**config.mk**
```make
export PLATFORM = sky130hd
export DESIGN_NAME = clock_set_controller_flat
export DESIGN_NICKNAME = d
export VERILOG_FILES = /design/src/rtl/clock_set_controller_if.sv /design/src/rtl/clock_set_controller.sv /design/src/flat_wrapper.sv
export SDC_FILE = /design/constraint.sdc
export NUM_CORES = 1
export LEC_CHECK = 0
export ABC_AREA = 0
export CORE_AREA = 2 2 142 144
export CTS_BUF_LIST = sky130_fd_sc_hd__clkbuf_4
export DETAILED_ROUTE_END_ITERATION = 8
export DIE_AREA = 0 0 144 146
export PLACE_DENSITY = 0.67
export REMOVE_ABC_BUFFERS = 1
export SETUP_SLACK_MARGIN = 0.2
export SKIP_CTS_REPAIR_TIMING = 1
export SYNTH_ARGS = -nofsm -noshare
export SYNTH_HDL_FRONTEND = slang
export SYNTH_SLANG_ARGS = --single-unit
```
**constraint.sdc**
```tcl
create_clock -name clk -period 8.36 [get_ports clk]
set_input_delay 0.836 -clock clk [delete_from_list [all_inputs] [get_ports clk]]
set_output_delay 0.836 -clock clk [all_outputs]
set_load 0.005 [all_outputs]
```
**src/rtl/clock_set_controller_if.sv**
```systemverilog
// Button, timekeeper and preset-load signals between the clock front-end and its surroundings.
// The controller connects through the slave modport; the surrounding logic connects through master.
interface clock_set_controller_if;
  logic       center;
  logic       left;
  logic       right;
  logic       up;
  logic       down;
  logic [4:0] cur_hrs;
  logic [5:0] cur_min;
  logic       load;
  logic [4:0] load_hrs;
  logic [5:0] load_min;
  logic       run_en;
  logic       edit_field;
  logic       clock_mode_led;
  logic       pm_led;

  modport master (
    output center, left, right, up, down, cur_hrs, cur_min,
    input  load, load_hrs, load_min, run_en, edit_field, clock_mode_led, pm_led
  );

  modport slave (
    input  center, left, right, up, down, cur_hrs, cur_min,
    output load, load_hrs, load_min, run_en, edit_field, clock_mode_led, pm_led
  );
endinterface

```
**src/rtl/clock_set_controller.sv**
```systemverilog
// Digital clock front-end: button debounce, press/auto-repeat events and the run/set mode FSM.
// Edit registers hold the time in 24-hour form and are loaded into the timekeeper on commit.
module clock_set_controller #(
  parameter int unsigned DEBOUNCE_CYCLES = 1_000_000,
  parameter int unsigned REPEAT_DELAY    = 50_000_000,
  parameter int unsigned REPEAT_PERIOD   = 25_000_000
) (
  input logic                   clk,
  input logic                   reset,
  clock_set_controller_if.slave bus
);

  localparam int unsigned NB   = 5;
  localparam int unsigned DB_W = $clog2(DEBOUNCE_CYCLES + 1);
  localparam int unsigned RP_W = $clog2(REPEAT_DELAY + 1);
  localparam int unsigned B_DN = 0;
  localparam int unsigned B_UP = 1;
  localparam int unsigned B_RT = 2;
  localparam int unsigned B_LT = 3;
  localparam int unsigned B_CT = 4;

  typedef enum logic [1:0] {RUN, SET_MIN, SET_HR, COMMIT} state_t;

  logic [NB-1:0] raw;
  logic [NB-1:0] db;
  logic [NB-1:0] db_prev;
  logic [NB-1:0] pls;
  logic [1:0]    rep_hit;
  logic          ev_center, ev_swap, ev_up, ev_dn;

  assign raw = {bus.center, bus.left, bus.right, bus.up, bus.down};

  // Per-button synchronizer and debounce counter
  for (genvar i = 0; i < NB; i++) begin : g_btn
    logic            sync1, sync2, level;
    logic [DB_W-1:0] cnt;

    always_ff @(posedge clk or posedge reset) begin
      if (reset) begin
        sync1 <= 1'b0;
        sync2 <= 1'b0;
        level <= 1'b0;
        cnt   <= '0;
      end else begin
        sync1 <= raw[i];
        sync2 <= sync1;
        if (sync2 == level) begin
          cnt <= '0;
        end else if (cnt == DB_W'(DEBOUNCE_CYCLES - 1)) begin
          level <= sync2;
          cnt   <= '0;
        end else begin
          cnt <= cnt + DB_W'(1);
        end
      end
    end

    assign db[i] = level;
  end

  // Auto-repeat for down (0) and up (1); counter value equals cycles since the press edge
  for (genvar j = 0; j < 2; j++) begin : g_rep
    logic [RP_W-1:0] cnt;

    assign rep_hit[j] = db[j] && (cnt == RP_W'(REPEAT_DELAY));

    always_ff @(posedge clk or posedge reset) begin
      if (reset) begin
        cnt <= '0;
      end else if (!db[j]) begin
        cnt <= '0;
      end else if (rep_hit[j]) begin
        cnt <= RP_W'(REPEAT_DELAY - REPEAT_PERIOD + 1);
      end else begin
        cnt <= cnt + RP_W'(1);
      end
    end
  end

  // Press/repeat pulses, then priority-resolved events
  always_ff @(posedge clk or posedge reset) begin
    if (reset) begin
      db_prev   <= '0;
      pls       <= '0;
      ev_center <= 1'b0;
      ev_swap   <= 1'b0;
      ev_up     <= 1'b0;
      ev_dn     <= 1'b0;
    end else begin
      db_prev   <= db;
      pls       <= (db & ~db_prev) | {3'b000, rep_hit};
      ev_center <= pls[B_CT];
      ev_swap   <= ~pls[B_CT] & (pls[B_LT] | pls[B_RT]);
      ev_up     <= ~(pls[B_CT] | pls[B_LT] | pls[B_RT]) & pls[B_UP] & ~pls[B_DN];
      ev_dn     <= ~(pls[B_CT] | pls[B_LT] | pls[B_RT]) & pls[B_DN] & ~pls[B_UP];
    end
  end

  state_t     state, state_nxt;
  logic [4:0] hrs_q, hrs_nxt;
  logic [5:0] min_q, min_nxt;
  logic       load_q, run_q, edit_q, pm_q, pm_nxt;

  // State and registered outputs
  always_ff @(posedge clk or posedge reset) begin
    if (reset) begin
      state  <= SET_MIN;
      hrs_q  <= '0;
      min_q  <= '0;
      load_q <= 1'b0;
      run_q  <= 1'b0;
      edit_q <= 1'b0;
      pm_q   <= 1'b0;
    end else begin
      state  <= state_nxt;
      hrs_q  <= hrs_nxt;
      min_q  <= min_nxt;
      load_q <= (state_nxt == COMMIT);
      run_q  <= (state_nxt == RUN);
      edit_q <= (state_nxt == SET_HR);
      pm_q   <= pm_nxt;
    end
  end

  always_comb begin
    state_nxt = state;
    hrs_nxt   = hrs_q;
    min_nxt   = min_q;
    pm_nxt    = (state == RUN) ? (bus.cur_hrs >= 5'd12) : (hrs_q >= 5'd12);
    case (state)
      RUN: begin
        if (ev_center) begin
          hrs_nxt   = bus.cur_hrs;
          min_nxt   = bus.cur_min;
          state_nxt = SET_MIN;
        end
      end
      SET_MIN: begin
        if (ev_center)    state_nxt = COMMIT;
        else if (ev_swap) state_nxt = SET_HR;
        else if (ev_up)   min_nxt = (min_q == 6'd59) ? 6'd0 : min_q + 6'd1;
        else if (ev_dn)   min_nxt = (min_q == 6'd0) ? 6'd59 : min_q - 6'd1;
      end
      SET_HR: begin
        if (ev_center)    state_nxt = COMMIT;
        else if (ev_swap) state_nxt = SET_MIN;
        else if (ev_up)   hrs_nxt = (hrs_q == 5'd23) ? 5'd0 : hrs_q + 5'd1;
        else if (ev_dn)   hrs_nxt = (hrs_q == 5'd0) ? 5'd23 : hrs_q - 5'd1;
      end
      COMMIT:  state_nxt = RUN;
      default: state_nxt = SET_MIN;
    endcase
  end

  assign bus.load           = load_q;
  assign bus.load_hrs       = hrs_q;
  assign bus.load_min       = min_q;
  assign bus.run_en         = run_q;
  assign bus.edit_field     = edit_q;
  assign bus.clock_mode_led = run_q;
  assign bus.pm_led         = pm_q;

endmodule

```
**src/flat_wrapper.sv**
```systemverilog
// flat-port wrapper written by rule: the top's interface ports become plain ports
module clock_set_controller_flat 
#(
  parameter int unsigned DEBOUNCE_CYCLES = 1_000_000,
  parameter int unsigned REPEAT_DELAY    = 50_000_000,
  parameter int unsigned REPEAT_PERIOD   = 25_000_000
)
  (clk, reset, bus_center, bus_left, bus_right, bus_up, bus_down, bus_cur_hrs, bus_cur_min, bus_load, bus_load_hrs, bus_load_min, bus_run_en, bus_edit_field, bus_clock_mode_led, bus_pm_led);
  clock_set_controller_if bus_i ();
  input logic clk;
  input logic reset;
  input wire logic [$bits(bus_i.center)-1:0] bus_center;
  input wire logic [$bits(bus_i.left)-1:0] bus_left;
  input wire logic [$bits(bus_i.right)-1:0] bus_right;
  input wire logic [$bits(bus_i.up)-1:0] bus_up;
  input wire logic [$bits(bus_i.down)-1:0] bus_down;
  input wire logic [$bits(bus_i.cur_hrs)-1:0] bus_cur_hrs;
  input wire logic [$bits(bus_i.cur_min)-1:0] bus_cur_min;
  output wire logic [$bits(bus_i.load)-1:0] bus_load;
  output wire logic [$bits(bus_i.load_hrs)-1:0] bus_load_hrs;
  output wire logic [$bits(bus_i.load_min)-1:0] bus_load_min;
  output wire logic [$bits(bus_i.run_en)-1:0] bus_run_en;
  output wire logic [$bits(bus_i.edit_field)-1:0] bus_edit_field;
  output wire logic [$bits(bus_i.clock_mode_led)-1:0] bus_clock_mode_led;
  output wire logic [$bits(bus_i.pm_led)-1:0] bus_pm_led;
  assign bus_i.center = bus_center;
  assign bus_i.left = bus_left;
  assign bus_i.right = bus_right;
  assign bus_i.up = bus_up;
  assign bus_i.down = bus_down;
  assign bus_i.cur_hrs = bus_cur_hrs;
  assign bus_i.cur_min = bus_cur_min;
  assign bus_load = bus_i.load;
  assign bus_load_hrs = bus_i.load_hrs;
  assign bus_load_min = bus_i.load_min;
  assign bus_run_en = bus_i.run_en;
  assign bus_edit_field = bus_i.edit_field;
  assign bus_clock_mode_led = bus_i.clock_mode_led;
  assign bus_pm_led = bus_i.pm_led;
  clock_set_controller #(.DEBOUNCE_CYCLES(DEBOUNCE_CYCLES), .REPEAT_DELAY(REPEAT_DELAY), .REPEAT_PERIOD(REPEAT_PERIOD)) u_core (.clk(clk), .reset(reset), .bus(bus_i));
endmodule
```
==> impl_metrics.yaml, run 1 <==
status:
  outcome: "finished, final reports clean"
global_route:
  antenna_found_initial: 1
  grt_pass1_vias: 6444
  gr-usage-all-layers_pct: 16.9
  grt-ovfl-total: 0
  grt_max_degree: 121
  grt_pass1_wl_mm: 29.4
die:
  start_util_pct: 49.9
  fp.dieH_um: 146
  dieArea_um2: 21000
  core_um2: 19300
  die_x_um: 144
  ios: 34
  num_rows: 51
yosys:
  synth_cell_types: 64
  synth-async-reset-ratio_pct: 100
  synth_seq_cells: 198
  synth-edff-count: 0
  synthTopCellsByCount: "dfrtp_1 (197), nor2_1 (170), xor2_1 (98), nand2_1 (72), nand3_1 (69)"
  syn_inst: 968
  yosysSeqAreaShare_pct: 51.4
  yosysTopAreaCell: "dfrtp_1"
  yosysTopAreaCellShare_pct: 51.1
  synth.most_common_cell: "dfrtp_1"
  avgSynthCellArea_um2: 9.97
  synth_area_leaders: "dfrtp_1 (51%), xor2_1 (8.9%), nor2_1 (6.6%)"
  netlist_area_um2: 9650
  ys.flop_type: "dfrtp_1"
  yosysWarnings: 0
timing:
  setup_slack_ns: 5.60
  worst_slew_pin_slew_ns: 1.02
  grt_setup_unrepaired: "no"
  finalSetupViolCount: 0
  hold_ws_ns: 0.367
  hold_viol_final: 0
  drv_slew: 0
  max_freq_mhz: 362
  slew_headroom_pct: 31.2
  fin_crit_ns: 2.76
  finalCritPeriodShare_pct: 33.1
  fin_tns_setup_ns: 0
  finalClockSkew_ns: 0.0239
worst_setup_path:
  slowest_stage: "dfrtp_1"
  crit_path_end: "u_core.bus.load_min[0]"
  r2r_slack_ns: 5.60
  worstPathRequired_ns: 8.82
  slowest_delay_ns: 0.85
  start_kind: "flip-flop"
  rr_endpoint: "u_core.bus.load_min[0]"
  worstPathMaxFanout: 23
  setup.worst_path.start: "u_core.ev_up"
  r2r-start: "u_core.ev_up"
  end_kind: "flip-flop"
  worst_r2r_path_depth: 4
  crit_type: "reg2reg"
  crit_chain: "nor2_1 -> or4b_2 -> a21oi_1 -> mux2_2"
  cp.arrival_ns: 3.22
detailed_routing:
  dr.first_iter.drc_count: 281
  wire_per_inst_um: 12.9
  drt-pass1-iter-count: 5
  wl_mm: 16.4
  vias: 6645
  drcViolationCount: 0
  drtAntennaViolNets: 0
  drt-vias-per-instance: 5.23
flow_run:
  drv_cap: 0
clock_network:
  clkSinkCount: 198
  h-tree-depth: 4
  clkLatencyLatePin_ns: 0.56
  cts_root_buf: "clkbuf_4"
  cts_buffer_depth: 2
  tritoncts: "built"
  numCtsBuffers: 17
  path_clk_slew_ns: 0.15
place:
  dp_cells: 1237
  hpwl_mm: 10.7
  portBuffers: 33
  globalplace.congestion: 0.797
  place_ws_ns: 5.31
hold_path:
  hp-start: "u_core.g_btn[0].sync1"
  hp-class: "reg2reg"
power_and_ir_drop:
  ir_drop_mv: 0.0961
  powerDensity_nw_per_um2: 146
  cellLeakagePower_nw: 4.49
finish:
  area_growth_pct: 8.48
  final_nets: 1024
  drive_gt1_share_pct: 6.57
  fin_cells: 1271
-- kinds of logic (layout without fill, tap and decap cells) --
group | after synthesis | count (layout) | synth area share (%)
adders and majority gates | 15 | 15 | 1.94
other | 0 | 2 | 0
AOI/OAI and AO/OA | 67 | 67 | 4.25
muxes | 8 | 8 | 1.02
DFF | 198 | 198 | 51.4
and+or+nand+nor | 479 | 479 | 25.7
xor gates and xnor gates | 146 | 146 | 13.3
buffers and inverters | 55 | 91 | 2.46
-- power by group --
| group | leakage (nW) | internal (W) | switching (W) |
|---|---|---|---|
| Sequential | 2.69 | 0.000967 | 0.00000828 |
| Combinational | 1.66 | 0.0000167 | 0.0000331 |
| Clock | 0.150 | 0.000180 | 0.000322 |
-- cell usage in the layout (no fill, tap or decap), types with 5 or more instances in the layout --
master,instances
nor2b_1,10
inv_1,24
nand4_1,28
nor4_1,16
nand2b_1,7
or2_2,7
xor2_1,98
xnor2_1,48
clkdlybuf4s50_1,33
o21ai_0,15
nand3_1,69
and4_1,10
or3_1,5
nor3b_1,6
and3_1,26
a31oi_1,6
nand2_1,72
mux2_2,5
a21oi_1,23
ha_1,15
clkbuf_4,17
dfrtp_1,197
nor3_1,12
nor2_1,170
-- worst min-delay path by stage --
stage                                        to  slack, ns  depth (start not counted)
after floorplan           u_core.g_btn[0].sync2       0.33                          0
after global placement    u_core.g_btn[0].sync2       0.33                          0
after detailed placement  u_core.g_btn[0].sync2       0.33                          0
after CTS                 u_core.g_btn[0].sync2       0.37                          0
after global routing      u_core.g_btn[0].sync2       0.38                          0
final                     u_core.g_btn[0].sync2       0.37                          0
-- worst max-delay path, delay by kind of cell (launching register included) --
family           cells  cell delay (ns)
flip-flops           1             0.85
AND/OR/NAND/NOR      2             0.77
AO/OA/AOI/OAI        1             0.65
multiplexers         1             0.41
-- registers in the layout (all words and copies together) (netlist names) --
| signal | flops |
|---|---|
| u_core.pls | 5 |
| u_core.state | 2 |
| u_core.ev_up | 1 |
| u_core.bus.load_min | 6 |
| u_core.bus.load | 1 |
| u_core.bus.load_hrs | 5 |
| u_core.g_btn.cnt | 100 |
| u_core.bus.pm_led | 1 |
| u_core.g_btn.level | 5 |
| u_core.bus.clock_mode_led | 1 |
| u_core.ev_swap | 1 |
| u_core.ev_center | 1 |
| u_core.ev_dn | 1 |
| u_core.db_prev | 5 |
| u_core.g_btn.sync2 | 5 |
| u_core.g_btn.sync1 | 5 |
| u_core.bus.edit_field | 1 |
| u_core.g_rep.cnt | 52 |
-- per-stage QoR --
stage                     util, %  total power (W)  instance area [µm²]
after global routing         54.1          0.00160                10500
final                        54.1          0.00153                10500
after CTS                    54.1          0.00155                10500
after detailed placement     52.7          0.00105                10200
after global placement       52.7          0.00104                10200
after floorplan                 -          0.00102                 9510
-- layout make-up --
type                       instances  area (µm²)
antenna                            2        5.00
clock buffer                      17         128
clock inverter                    15         153
fill                            1757        8870
inverter                          25         101
multi-input combinational        715        4460
sequential                       198        4960
tap                              265         332
timing repair buffer              34         338
-- layer usage --
metal	GRT usage (%)	up-vias	share of wire (%)
met5	0	-	0
met4	3.77	0	0.72
met3	4.11	6	3.6
met2	26.7	101	46
met1	23.8	3186	50
li1	-	3352	-
Note: power is estimated with default switching activity, not from simulation.
==> inputs of run 2 (changes only) <==
==> constraint.sdc (replaced) <==
create_clock -name clk -period 2.7 [get_ports clk]
set_input_delay 0.27 -clock clk [delete_from_list [all_inputs] [get_ports clk]]
set_output_delay 0.27 -clock clk [all_outputs]
set_load 0.005 [all_outputs]
==> run 2 against run 1 <==
  * Count of clock-buffer cells in the layout grew 1
  * Global-route usage grew 0.51 points
  * Core utilization grew 0.40 points
  * Total power grew to 3.0 times the previous value
  * Highest routed layer unchanged
==> impl_metrics.yaml, run 2 (synthesis gave the netlist of run 1 again) <==
status:
  outcome: "finished, final reports clean"
timing:
  hold_ws_ns: 0.114
  hold_viol_final: 0
  max_freq_mhz: 471
  finalSetupViolCount: 0
  grt_setup_unrepaired: "no"
  slew_headroom_pct: 48.2
  worst_slew_pin_slew_ns: 0.772
  finalClockSkew_ns: 0.0155
  drv_slew: 0
  finalCritPeriodShare_pct: 78.6
  fin_crit_ns: 2.12
detailed_routing:
  wl_met2_mm: 7.86
  vias: 6753
  drtAntennaViolNets: 0
  top_layer_used: "met4"
  drt-vias-per-instance: 5.27
  wire_per_inst_um: 13.2
  dr.first_iter.drc_count: 348
  drt-pass1-iter-count: 4
  wl_mm: 17.0
  drcViolationCount: 0
  met3WireLength_um: 509
  drt-met1-wl_mm: 8.39
place:
  hpwl_mm: 11.5
  dp_cells: 1249
  portBuffers: 33
  postPlaceCellArea_um2: 10300
  globalplace.congestion: 0.795
finish:
  layout_common_cells: "dfrtp_1 (197), nor2_1 (170), xor2_1 (98), nand2_1 (72), nand3_1 (69)"
  final_nets: 1036
  fin_area_um2: 10500
  antenna_cells: 0
  largest_reg_flops: 100
  area_growth_pct: 9.28
  final_common_cell: "dfrtp_1"
  fin_cells: 1281
  drive_gt1_share_pct: 7.58
  utilization_pct: 54.5
  top_register: "u_core.g_btn.cnt"
worst_setup_path:
  worstPathRequired_ns: 3.15
  r2r_slack_ns: 0.58
  r2r-start: "u_core.g_rep[0].cnt[2]"
  crit_type: "reg2reg"
  worstPathMaxFanout: 11
  worst_r2r_path_depth: 5
  slowest_delay_ns: 0.65
  cpMostUsedCell: "nand2_1"
  crit_chain: "nor4_1 -> nand2_1 -> or4_1 -> nand2_1 -> nor2_1"
  rr_endpoint: "u_core.g_rep[0].cnt[5]"
  cp.arrival_ns: 2.57
  slowest_stage: "or4_1"
  end_kind: "flip-flop"
  start_kind: "flip-flop"
global_route:
  grt-ovfl-total: 0
  grt_pass1_vias: 6648
  antenna_found_initial: 0
  gr-usage-all-layers_pct: 17.4
  grt_pass1_wl_mm: 30.3
  grt_max_degree: 75
power_and_ir_drop:
  powerDensity_nw_per_um2: 438
  switching_share_pct: 24.1
  seqPwrFrac_pct: 65.4
  cellLeakagePower_nw: 4.53
  p_switching_w: 0.00111
  p_int_w: 0.00351
  power.share.combinational_pct: 3.6
  pwr-share-clk_pct: 31.0
  ir_drop_mv: 0.242
clock_network:
  clkSinkCount: 198
  cts_buffer_depth: 2
  clkLatencyLatePin_ns: 0.57
  path_clk_slew_ns: 0.15
  numCtsBuffers: 17
  h-tree-depth: 4
  tritoncts: "built"
  cts_root_buf: "clkbuf_4"
die:
  ios: 34
  dieArea_um2: 21000
  num_rows: 51
  die_x_um: 144
  core_um2: 19300
  fp.dieH_um: 146
  start_util_pct: 49.9
hold_path:
  holdPathStages: 1
  hp-class: "in2reg"
  hold_end: "u_core.g_btn[4].sync1"
  hp-start: "bus_center"
flow_run:
  drv_cap: 0
-- run 2: changes by cell type in the layout (fill, tap and decap cells not counted), sizes merged --
cell / delta
inv: -4
diode: -2
bufinv: -1
buf: +12
clkinv: -1
clkinvlp: +5
clkbuf: +1
-- run 2: critical path, delay by kind of cell (launching register included) --
family | cells | cell delay, ns
flip-flops | 1 | 0.47
AND/OR/NAND/NOR | 5 | 1.53
-- run 2: worst max path at each step --
| stage | endpoint | startpoint | slack (ns) |
|---|---|---|---|
| CTS | u_core.g_rep[0].cnt[5] | u_core.g_rep[0].cnt[16] | 0.55 |
| detailed placement | u_core.g_rep[0].cnt[5] | u_core.g_rep[0].cnt[16] | 0.60 |
| finish | u_core.g_rep[0].cnt[5] | u_core.g_rep[0].cnt[2] | 0.58 |
| global placement | u_core.g_rep[0].cnt[17] | u_core.g_rep[0].cnt[16] | 0.62 |
| floorplan | u_core.bus.clock_mode_led | reset | -2.97 |
| global route | u_core.g_rep[0].cnt[5] | u_core.g_rep[0].cnt[2] | 0.39 |
-- run 2: layer usage --
metal,vias to the layer above,global-route usage [%]
met1,3284,24.6
met4,0,5.34
met5,-,0
met3,15,3.06
met2,80,27.5
li1,3374,-
-- run 2: power groups by stage --
stage	clock, W	combinational (W)	sequential [W]
after floorplan	0	0.0000988	0.00307
after global placement	0	0.000174	0.00307
after detailed placement	0	0.000175	0.00307
after CTS	0.00150	0.000176	0.00302
after global routing	0.00163	0.000197	0.00303
final	0.00143	0.000168	0.00302
-- run 2: final cells by class --
| type | instances | area (µm²) |
|---|---|---|
| clock buffers | 18 | 135 |
| clock inverters | 14 | 113 |
| fillers | 1749 | 8790 |
| inverters | 25 | 101 |
| multi-input cells | 715 | 4460 |
| flip-flops and latches | 198 | 4960 |
| well taps | 265 | 332 |
| repair buffers | 46 | 453 |
-- run 2: metrics by stage --
stage	setup TNS, ns	worst slack, ns	power [W]
after floorplan	-585.69	-2.97	0.00317
after global placement	0	0.622	0.00325
after detailed placement	0	0.601	0.00325
after CTS	0	0.554	0.00470
after global routing	0	0.395	0.00486
final	0	0.579	0.00462
==> inputs of run 3 (changes only) <==
--- a/config.mk
+++ b/config.mk
@@ -10,7 +10,7 @@
 export CTS_BUF_LIST = sky130_fd_sc_hd__clkbuf_4
 export DETAILED_ROUTE_END_ITERATION = 8
 export DIE_AREA = 0 0 144 146
-export PLACE_DENSITY = 0.67
+export PLACE_DENSITY = 0.69
 export REMOVE_ABC_BUFFERS = 1
 export SETUP_SLACK_MARGIN = 0.2
 export SKIP_CTS_REPAIR_TIMING = 1
==> constraint.sdc (replaced) <==
create_clock -name clk -period 1.94 [get_ports clk]
set_input_delay 0.194 -clock clk [delete_from_list [all_inputs] [get_ports clk]]
set_output_delay 0.194 -clock clk [all_outputs]
set_load 0.005 [all_outputs]
==> run 3 against run 2 <==
  * Via count increased by 7.1%
  * Worst hold slack got worse by 0.082 ns
  * Global-route usage increased by 0.51 points
  * Non-clock buffer count increased by 107
  * Count of clock-buffer cells in the layout decreased by 1
  * Total power increased by 43%
  * Sequential cell count unchanged
  * Worst setup slack got worse by 0.51 ns
  * Sequential share of layout area decreased by 6.3 points
  * Final area increased by 16%
  * Clock power increased by 43%
  * Combinational power increased by 100%
==> impl_metrics.yaml, run 3 (synthesis gave the netlist of run 1 again) <==
status:
  outcome: "finished, final reports clean"
worst_setup_path:
  start_kind: "flip-flop"
  crit_type: "reg2reg"
  end_kind: "flip-flop"
  worstPathRequired_ns: 2.41
  setup.worst_path.start: "u_core.g_btn[4].cnt[12]"
  r2r_slack_ns: 0.07
  rr_endpoint: "u_core.g_btn[4].cnt[18]"
  worstPathMaxFanout: 4
  slowest_delay_ns: 0.55
  r2r-start: "u_core.g_btn[4].cnt[12]"
  cp.arrival_ns: 2.34
  crit_chain: "or4_4 -> nor4_4 -> and3_4 -> or2_4 -> buf_4 -> nor2_1"
  worst_r2r_path_depth: 6
  crit_path_end: "u_core.g_btn[4].cnt[18]"
  slowest_stage: "or4_4"
place:
  globalplace.congestion: 0.798
  place_ws_ns: 0.0136
  portBuffers: 33
  postPlaceCellArea_um2: 10800
  hpwl_mm: 12.4
detailed_routing:
  wire_per_inst_um: 14.1
  wl_mm: 19.6
  vias: 7231
  drcViolationCount: 0
  dr.first_iter.drc_count: 355
  drt-vias-per-instance: 5.21
  drt-pass1-iter-count: 4
  drtAntennaViolNets: 0
global_route:
  antenna_found_initial: 0
  gr-usage-all-layers_pct: 17.9
  grt-ovfl-total: 0
  grt_max_degree: 57
  grt_pass1_wl_mm: 31.2
  grt_pass1_vias: 6851
timing:
  setup_slack_ns: 0.0682
  drv_slew: 0
  fin_crit_ns: 1.87
  grt_setup_unrepaired: "yes"
  slew_headroom_pct: 60.6
  worst_slew_pin_slew_ns: 0.590
  finalCritPeriodShare_pct: 96.5
  finalClockSkew_ns: 0.0221
  fin_tns_setup_ns: 0
  finalSetupViolCount: 0
  hold_viol_final: 0
  max_freq_mhz: 534
die:
  num_rows: 51
  start_util_pct: 49.9
  core_um2: 19300
  fp.dieH_um: 146
  die_x_um: 144
  dieArea_um2: 21000
  ios: 34
finish:
  final_common_cell: "dfrtp_1"
  largest_reg_flops: 100
  top_register: "u_core.g_btn.cnt"
  area_growth_pct: 26.9
  fin_area_um2: 12200
  layout_common_cells: "dfrtp_1 (179), nor2_1 (133), xor2_1 (96), buf_4 (87), nand2_1 (68)"
  antenna_cells: 0
  drive_gt1_share_pct: 27.1
  final_nets: 1144
flow_run:
  drv_cap: 0
clock_network:
  h-tree-depth: 4
  clkSinkCount: 198
  tritoncts: "built"
  clkLatencyLatePin_ns: 0.57
  path_clk_slew_ns: 0.15
  cts_buffer_depth: 2
  numCtsBuffers: 17
  cts_root_buf: "clkbuf_4"
power_and_ir_drop:
  powerDensity_nw_per_um2: 539
  cellLeakagePower_nw: 5.30
  ir_drop_mv: 0.404
hold_path:
  hp-class: "in2async"
-- run 3: changes by cell type in the layout (fill, tap and decap cells not counted), moves of 10 or more --
cell / delta
dfrtp_1: -18
buf_6: +19
nor2_4: +23
nor2_1: -37
dfrtp_2: +18
nor2_2: +14
dlymetal6s2s_1: +10
buf_4: +76
clkdlybuf4s50_1: -10
a21oi_2: +11
a21oi_1: -12
-- run 3: worst max-delay path, delay by kind of cell, from the launching register on --
kind | cells | cell delay [ns]
and+or+nand+nor | 5 | 1.24
buffers and inverters | 1 | 0.13
DFF | 1 | 0.41
-- run 3: power by group --
| group | internal (W) | switching, W | leakage [nW] |
|---|---|---|---|
| registers | 0.00417 | 0.0000378 | 2.66 |
| clock network | 0.000645 | 0.00141 | 0.139 |
| logic | 0.000156 | 0.000188 | 2.49 |
-- run 3: final cells by class --
| cell class | instances | area, µm² |
|---|---|---|
| multi-input cells | 716 | 5110 |
| clock inverters | 15 | 131 |
| well taps | 265 | 332 |
| flip-flops and latches | 198 | 4980 |
| inverters | 25 | 101 |
| fillers | 1560 | 7090 |
| repair buffers | 153 | 1460 |
| clock buffers | 17 | 128 |
-- run 3: stage by stage --
step                utilization, %  power, W  hold WS [ns]  cells
CTS                           56.9   0.00661       -0.0128   1333
global placement              55.6   0.00455         0.334   1301
floorplan                        -   0.00441         0.225    938
global route                  63.3   0.00688      0.000316   1389
finish                        63.3   0.00660        0.0321   1389
detailed placement            55.6   0.00455         0.337   1301
-- run 3: metal layers --
metal,part of all wire (%),global-route usage (%),vias up,wire [µm]
met5,0,0,-,0
met4,0.65,3.82,0,128
met3,2.9,3.92,10,569
met2,49,28.1,81,9600
met1,47,25.8,3552,9310
li1,-,-,3588,-
-- run 3: worst min path at each step --
stage,depth (start not counted),endpoint,slack [ns]
after detailed placement,0,u_core.g_btn[3].sync2,0.34
after floorplan,0,u_core.g_btn[0].sync1,0.23
after CTS,1,u_core.g_btn[4].sync1,-0.01
after global placement,0,u_core.g_btn[3].sync2,0.33
after global routing,1,u_core.g_btn[4].sync1,0.0003
final,2,u_core.bus.load_min[1],0.03
